$ cat src/rtl/lane_judge_if.sv
// lane_judge_if: link between a lane judge and its tile generator.
// The judge launches/retires tiles and sets speed; the generator reports tile position.
`timescale 1ns/1ps
interface lane_judge_if;
  logic       newNote;
  logic       kill;
  logic [3:0] speed;
  logic [9:0] TileY;
  logic [9:0] TileS;

  modport master (
    output newNote,
    output kill,
    output speed,
    input  TileY,
    input  TileS
  );

  modport slave (
    input  newNote,
    input  kill,
    input  speed,
    output TileY,
    output TileS
  );
endinterface

$ cat src/rtl/lane_judge.sv
// lane_judge: per-lane game controller for a falling-tile rhythm game.
// Spawns tiles, judges key presses as hit/miss, keeps score and speed.
`timescale 1ns/1ps
module lane_judge #(
  parameter logic [7:0] LANE_KEY       = 8'h04,
  parameter int         HIT_TOP        = 300,
  parameter int         Y_MAX          = 479,
  parameter int         SPAWN_GAP      = 30,
  parameter int         MAX_MISS       = 3,
  parameter int         HITS_PER_SPEED = 8
) (
  input  logic        frame_clk,
  input  logic        Reset,
  input  logic        start,
  input  logic [7:0]  keycode,
  lane_judge_if.master tile,
  output logic [15:0] score,
  output logic [1:0]  misses,
  output logic        game_over
);

  localparam int HW =
    (HITS_PER_SPEED > 1) ? $clog2(HITS_PER_SPEED) : 1;
  localparam int GW =
    (SPAWN_GAP > 1) ? $clog2(SPAWN_GAP) : 1;
  localparam logic [GW-1:0] GAP_LD =
    GW'(SPAWN_GAP - 1);
  localparam logic [HW-1:0] HIT_LAST =
    HW'(HITS_PER_SPEED - 1);

  typedef enum logic [2:0] {
    S_IDLE,
    S_WAIT,
    S_SPAWN,
    S_FALL,
    S_HIT,
    S_MISS,
    S_OVER
  } state_t;

  state_t        state;
  logic [GW-1:0] gap;
  logic [HW-1:0] hit_cnt;
  logic [7:0]    prev_key;
  logic [3:0]    speed_q;
  logic          new_note_q;
  logic          kill_q;

  logic [10:0]   bottom;
  logic          press;
  logic          at_bot;
  logic          in_win;
  logic          hit_wrap;
  logic [1:0]    miss_inc;

  assign tile.newNote = new_note_q;
  assign tile.kill    = kill_q;
  assign tile.speed   = speed_q;

  // 11-bit sum so a tile near the bottom never wraps into the window
  assign bottom   = {1'b0, tile.TileY}
                  + {1'b0, tile.TileS};
  assign at_bot   = bottom >= 11'(Y_MAX);
  assign in_win   = bottom >= 11'(HIT_TOP);
  assign press    = (keycode == LANE_KEY)
                 && (prev_key != LANE_KEY);
  assign hit_wrap = hit_cnt == HIT_LAST;
  assign miss_inc = misses + 2'd1;

  always_ff @(posedge frame_clk) begin
    prev_key   <= keycode;
    new_note_q <= 1'b0;
    kill_q     <= 1'b0;
    if (Reset) begin
      state     <= S_IDLE;
      gap       <= '0;
      hit_cnt   <= '0;
      speed_q   <= '0;
      score     <= '0;
      misses    <= '0;
      game_over <= 1'b0;
      prev_key  <= '0;
    end else begin
      unique case (state)
        S_IDLE: begin
          if (start) begin
            state <= S_WAIT;
            gap   <= GAP_LD;
          end
        end
        S_WAIT: begin
          if (gap == '0) begin
            state      <= S_SPAWN;
            new_note_q <= 1'b1;
          end else begin
            gap <= gap - 1'b1;
          end
        end
        S_SPAWN: begin
          state <= S_FALL;
        end
        S_FALL: begin
          // reaching the bottom beats a late press
          if (at_bot) begin
            state  <= S_MISS;
            kill_q <= 1'b1;
          end else if (press && in_win) begin
            state  <= S_HIT;
            kill_q <= 1'b1;
          end
        end
        S_HIT: begin
          if (score != 16'hFFFF)
            score <= score + 16'd1;
          hit_cnt <= hit_wrap ? '0
                              : hit_cnt + 1'b1;
          if (hit_wrap && speed_q != 4'hF)
            speed_q <= speed_q + 4'd1;
          state <= S_WAIT;
          gap   <= GAP_LD;
        end
        S_MISS: begin
          misses <= miss_inc;
          if (miss_inc == 2'(MAX_MISS)) begin
            state     <= S_OVER;
            game_over <= 1'b1;
          end else begin
            state <= S_WAIT;
            gap   <= GAP_LD;
          end
        end
        S_OVER: begin
          if (start) begin
            score     <= '0;
            misses    <= '0;
            speed_q   <= '0;
            hit_cnt   <= '0;
            game_over <= 1'b0;
            state     <= S_WAIT;
            gap       <= GAP_LD;
          end
        end
        default: begin
          state <= S_IDLE;
        end
      endcase
    end
  end

endmodule

$ cat src/flat_wrapper.sv
// flat-port wrapper written by rule: the top's interface ports become plain ports
module lane_judge_flat 
#(
  parameter logic [7:0] LANE_KEY       = 8'h04,
  parameter int         HIT_TOP        = 300,
  parameter int         Y_MAX          = 479,
  parameter int         SPAWN_GAP      = 30,
  parameter int         MAX_MISS       = 3,
  parameter int         HITS_PER_SPEED = 8
)
  (frame_clk, Reset, start, keycode, score, misses, game_over, tile_newNote, tile_kill, tile_speed, tile_TileY, tile_TileS);
  lane_judge_if tile_i ();
  input  logic frame_clk;
  input  logic Reset;
  input  logic start;
  input  logic [7:0] keycode;
  output logic [15:0] score;
  output logic [1:0] misses;
  output logic game_over;
  output wire logic [$bits(tile_i.newNote)-1:0] tile_newNote;
  output wire logic [$bits(tile_i.kill)-1:0] tile_kill;
  output wire logic [$bits(tile_i.speed)-1:0] tile_speed;
  input wire logic [$bits(tile_i.TileY)-1:0] tile_TileY;
  input wire logic [$bits(tile_i.TileS)-1:0] tile_TileS;
  assign tile_newNote = tile_i.newNote;
  assign tile_kill = tile_i.kill;
  assign tile_speed = tile_i.speed;
  assign tile_i.TileY = tile_TileY;
  assign tile_i.TileS = tile_TileS;
  lane_judge #(.LANE_KEY(LANE_KEY), .HIT_TOP(HIT_TOP), .Y_MAX(Y_MAX), .SPAWN_GAP(SPAWN_GAP), .MAX_MISS(MAX_MISS), .HITS_PER_SPEED(HITS_PER_SPEED)) u_core (.frame_clk(frame_clk), .Reset(Reset), .start(start), .keycode(keycode), .tile(tile_i), .score(score), .misses(misses), .game_over(game_over));
endmodule
$ cat config.mk
export PLATFORM = sky130hd
export DESIGN_NAME = lane_judge_flat
export DESIGN_NICKNAME = d
export VERILOG_FILES = /design/src/rtl/lane_judge_if.sv /design/src/rtl/lane_judge.sv /design/src/flat_wrapper.sv
export SDC_FILE = /design/constraint.sdc
export NUM_CORES = 1
export LEC_CHECK = 0
export BUFFER_PORTS_ARGS = -buffer_cell sky130_fd_sc_hd__buf_4
export CELL_PAD_IN_SITES_DETAIL_PLACEMENT = 1
export CELL_PAD_IN_SITES_GLOBAL_PLACEMENT = 1
export CORE_MARGIN = 4
export CORE_UTILIZATION = 43
export CTS_BUF_LIST = sky130_fd_sc_hd__clkbuf_16
export DETAILED_ROUTE_END_ITERATION = 16
export PLACE_DENSITY = 0.82
export SLEW_MARGIN = 20
export SYNTH_ARGS = -nofsm -noshare
export SYNTH_HDL_FRONTEND = slang
export SYNTH_SLANG_ARGS = --single-unit
$ cat constraint.sdc
create_clock -name frame_clk -period 4 [get_ports frame_clk]
set_input_delay 0.8 -clock frame_clk [delete_from_list [all_inputs] [get_ports frame_clk]]
set_output_delay 0.8 -clock frame_clk [all_outputs]
set_load 0.01 [all_outputs]
* Yosys cells after proc, flatten, opt, wreduce, memory -nomap -nowiden
Index checks and enable logic that the tools add are counted.
** Cells by class
- Multipliers :: 0
- Add/sub/neg operators :: 6
- Reductions and logical operators :: 18
- Equality and inequality tests :: 21
- Divide/modulo/power cells :: 0
- Multiplexer cells :: 27
- Order comparisons :: 2
- Bitwise gates (word level) :: 2
- Shifts and indexed selects :: 0
** Operators with widths (count)
- 2-to-1 mux 16 bit :: 2
- case mux 16 bit (2 select lines) :: 1
- greater-or-equal comparator 11 x 9 -> 1 bit, second input constant :: 2
- 2-to-1 mux 3 bit :: 7
- case mux 5 bit (4 select lines) :: 1
- case mux 3 bit (6 select lines) :: 1
- adder 16 x 1 -> 16 bit, second input constant :: 1
- != test 16 bit, second input constant :: 1
- 2-to-1 mux 5 bit :: 3
- == test 3 bit, second input constant :: 4
- AND reduction 3 bit :: 4
- adder 10 x 10 -> 11 bit :: 1
- != test 2 x 1 -> 1 bit, second input constant :: 5
- == test 8 x 3 -> 1 bit, second input constant :: 1
- 2-to-1 mux 4 bit :: 2
- != test 8 x 3 -> 1 bit, second input constant :: 1
- case mux 4 bit (2 select lines) :: 1
- == test 3 x 2 -> 1 bit, second input constant :: 2
- != test 2 bit, second input constant :: 3
- case mux 3 bit (2 select lines) :: 1
- OR reduction 2 bit :: 3
- logical NOT 5 bit :: 1
- 2-to-1 mux 1 bit :: 5
- subtractor 5 x 1 -> 5 bit, second input constant :: 1
- other kinds (17) :: 22
** Storage, ports and cells
- Memory bits (read-only) :: 0
- Bits in latches :: 0
- Bits in registers :: 44
- Memories :: 0
- RAM bits :: 0

* Longest topological paths before layout
- Depth in word-level cells :: 6
- Gate-level depth with buffers :: 8

* Least setup slack after synthesis
Ideal clock, no wire load.
- Kind :: in2reg
- Start point :: in tile_TileS[0]
- End point :: reg u_core.kill_q, in the netlist u_core.tile.kill
- Arrival :: 2.835 ns
- Cell stages on the path :: 8
- Path buffers :: 0
- Slack :: 1.091 ns
- Library setup time :: 0.074 ns
- Data required time :: 3.926 ns
- Cell sequence :: ha_1 > fa_1 > a211oi_1 > o31ai_2 > a41oi_1 > xor2_1 > or4_1 > a31oi_1
** Between the ends
- Longest elaborated chain between the ends :: 5
- Elaborated cells between the ends (all ways) :: 6
- Classes of those cells :: 1 x add/sub; 2 x order compare; 2 x mux; 1 x reduce/logical
** RTL lines
- start, declared :: RTL line flat_wrapper.sv:24 : input wire logic [$bits(tile_i.TileS)-1:0] tile_TileS;
- adder 10 x 10 -> 11 bit (*) :: RTL line lane_judge.sv:62 : + {1'b0, tile.TileS};
- greater-or-equal comparator 11 x 9 -> 1 bit :: RTL line lane_judge.sv:64 : assign in_win = bottom >= 11'(HIT_TOP);
- logical AND 1 bit :: RTL line lane_judge.sv:107 : end else if (press && in_win) begin
- 2-to-1 mux 1 bit :: RTL line lane_judge.sv:107
- 2-to-1 mux 1 bit (*) :: RTL line lane_judge.sv:104 : if (at_bot) begin
- end signal, assigned :: RTL line lane_judge.sv:73 : kill_q <= 1'b0;
- end signal, assigned :: RTL line lane_judge.sv:106 : kill_q <= 1'b1;
- end signal, assigned :: RTL line lane_judge.sv:109 : kill_q <= 1'b1;
- end, declared :: RTL line lane_judge.sv:47 : logic kill_q;
Mark *: on every way between the ends. The rest lies on a longest branch, timed or not.
A chain may end at the register's enable or synchronous reset.

* Worst setup path in the final report
Same ends and word-level chain as after synthesis.

==> qor.yml <==
status: "finished, final reports clean"
grt_overflow: 0
syn_area_um2: 2540
antenna_found_initial: 0
p_int_mw: 0.822
clock-sinks: 44
seqPwrFrac_pct: 43.5
power_leakage_nw: 1.29
ys_ff_latch: 44
setup_viol: 0
hold_violations: 0
synth-seq-area-share_pct: 34.6
die-area_um2: 7210
slew_viol_final: 0
syn_avg_cell_area_um2: 8.18
min_period_ns: 2.99
synth_cells: 311
yosys.area.top_type: "dfxtp_1"
syn_nets: 360
clock.fmax_mhz: 335
ctsRootBufferMaster: "clkbuf_16"
dp_slack_ns: 0.736
fill_cells: 706
synth.most_common_cell: "dfxtp_1"
vias: 2456
route.detailed.drc: 0
diodes: 0
clk_pin_slew_ns: 0.06
drt-total-wl_mm: 6.55
crit_required_ns: 4.20
clock_skew_ns: 0.00463
first_pass_iters: 4
switching_share_pct: 30.2
end_kind: "register"
max_slew_margin_pct: 46.2
async_flop_share_pct: 0
synth-edff-count: 0
wire_per_inst_um: 15.0
p_per_area_nw_per_um2: 374
ant_nets: 0
p_sw_mw: 0.356
ys_top_cells_by_count: "dfxtp_1, nand2_1, nor2_1, a21oi_1"
die_y_um: 84.9
start_util_pct: 45.4
yosysTopAreaCellShare_pct: 34.6
finalSetupTns_ns: 0
cts_setup_buffers: 0
grt_pass1_wl_mm: 11.5
clock_latency_ns: 0.28
fin_nets: 412
die_w_um: 84.9
htree_num_levels: 2
grt_usage_pct: 19.3
hold_class: "register to register"
rsz0062_at_grt: "false"
numCtsBuffers: 5
via_per_inst: 5.63
worstMarginPinSlew_ns: 0.807
synth.area.top_cells: "dfxtp_1, ha_1, nand2_1"
layout.cells.non_filler: 436
cp_max_fo: 3
pwr-share-comb_pct: 24.2
gp_congestion: 0.763
first_global_vias: 2633
synth_flop_cell: "dfxtp_1"
maxCapViolations: 0
place_inst: 428
power_frac_clock_pct: 32.3
crit_type: "primary input to register"
fin_crit_sh_pct: 74.7
cts_tree: "built"
drt_iter0_markers: 34
fp.coreArea_um2: 5610
synth_warnings: 0
ir_drop_v: 0.000288
grt_max_degree: 27
hold_ws_ns: 0.474
worst_slack_ns: 1.01
drive_gt1_share_pct: 17.9
num_io_pins: 56
critPathArrivalTime_ns: 3.19
cts_resized: 0
syn_to_final_growth_pct: 23.6
portBuffers: 55
num_rows: 27
cts_hold_buf: 0
ys_types: 54
cts_max_path_buffers: 2
startpoint_type: "primary input"
dp_hpwl_mm: 4.99
power by group through the flow:
| stage | Combinational, mW | Sequential [mW] | Clock, mW |
|---|---|---|---|
| 2_1_floorplan | 0.220 | 0.504 | 0 |
| 3_3_place_gp | 0.277 | 0.519 | 0 |
| 3_5_place_dp | 0.285 | 0.521 | 0 |
| 4_1_cts | 0.288 | 0.512 | 0.391 |
| 5_1_grt | 0.328 | 0.520 | 0.413 |
| 6_report | 0.286 | 0.512 | 0.380 |
worst paths after layout:
| path | startpoint | end | slack [ns] | depth (start not counted) |
|---|---|---|---|---|
| setup / recovery | tile_TileS[0] | u_core.tile.kill | 1.01 | 9 |
| hold / removal | u_core.hit_cnt[1] | u_core.hit_cnt[1] | 0.47 | 2 |
| setup reg to reg | u_core.state[1] | u_core.score[13] | 1.53 | 6 |
| hold reg to reg | u_core.hit_cnt[1] | u_core.hit_cnt[1] | 0.47 | 2 |
area by class of cell:
cell class                      instances  area, um^2  area share [%]
Timing Repair Buffer                   55         413            13.1
Multi-Input combinational cell        245        1580            50.3
Clock buffer                            5         125            3.98
Tap cell                               72        90.1            2.86
Inverter                               12        45.0            1.43
Clock inverter                          3        11.3           0.358
Sequential cell                        44         881            28.0
metrics by stage:
stage               area [um^2]  power [mW]  util (%)
global placement           3010       0.797      53.7
global route               3150        1.26      56.1
detailed placement         3010       0.807      53.7
CTS                        3150        1.19      56.1
finish                     3150        1.18      56.1
floorplan                  2540       0.724         -
state kept, by name, indices dropped and copies added (netlist names):
name and cells:
u_core.misses 2, u_core.game_over 1, u_core.hit_cnt 3, u_core.tile.speed 4
u_core.tile.newNote 1, u_core.tile.kill 1, u_core.gap 5, u_core.state 3
u_core.prev_key 8, u_core.score 16
logic make-up after synthesis:
family	Yosys count	synth area share (%)
AO/OA/AOI/OAI	63	16.4
XOR/XNOR	26	8.95
AND/OR/NAND/NOR	136	26.7
buffers and inverters	22	3.24
multiplexers	2	0.885
flip-flops	44	34.6
adder cells (fa/ha/maj)	18	9.14
cell usage in the layout (no fill, tap or decap), types with 13 or more instances in the layout:
cell | synthesis | layout
ha_1 | 17 | 17
xor2_1 | 13 | 13
nor2_1 | 32 | 32
nand2_1 | 32 | 32
nand3_1 | 17 | 17
xnor2_1 | 13 | 13
dfxtp_1 | 44 | 44
a21oi_1 | 19 | 19
buf_4 | 0 | 55
inv_1 | 12 | 14
worst max-delay path: stages:
cell	delay (ns)
buf_4	0.11
ha_1	0.23
fa_1	0.41
a211oi_1	0.36
o31ai_2	0.14
a41oi_1	0.27
xor2_1	0.13
or4_1	0.54
a31oi_1	0.19
layer usage:
metal / vias up / GRT usage, % / routed length [um]
met5: - / 0 / 0
met1: 1192 / 20.3 / 2570
met4: 0 / 5.32 / 97
li1: 1219 / - / -
met3: 8 / 3.50 / 209
met2: 37 / 38.4 / 3670
No activity file was read; power rests on OpenSTA's default activity.
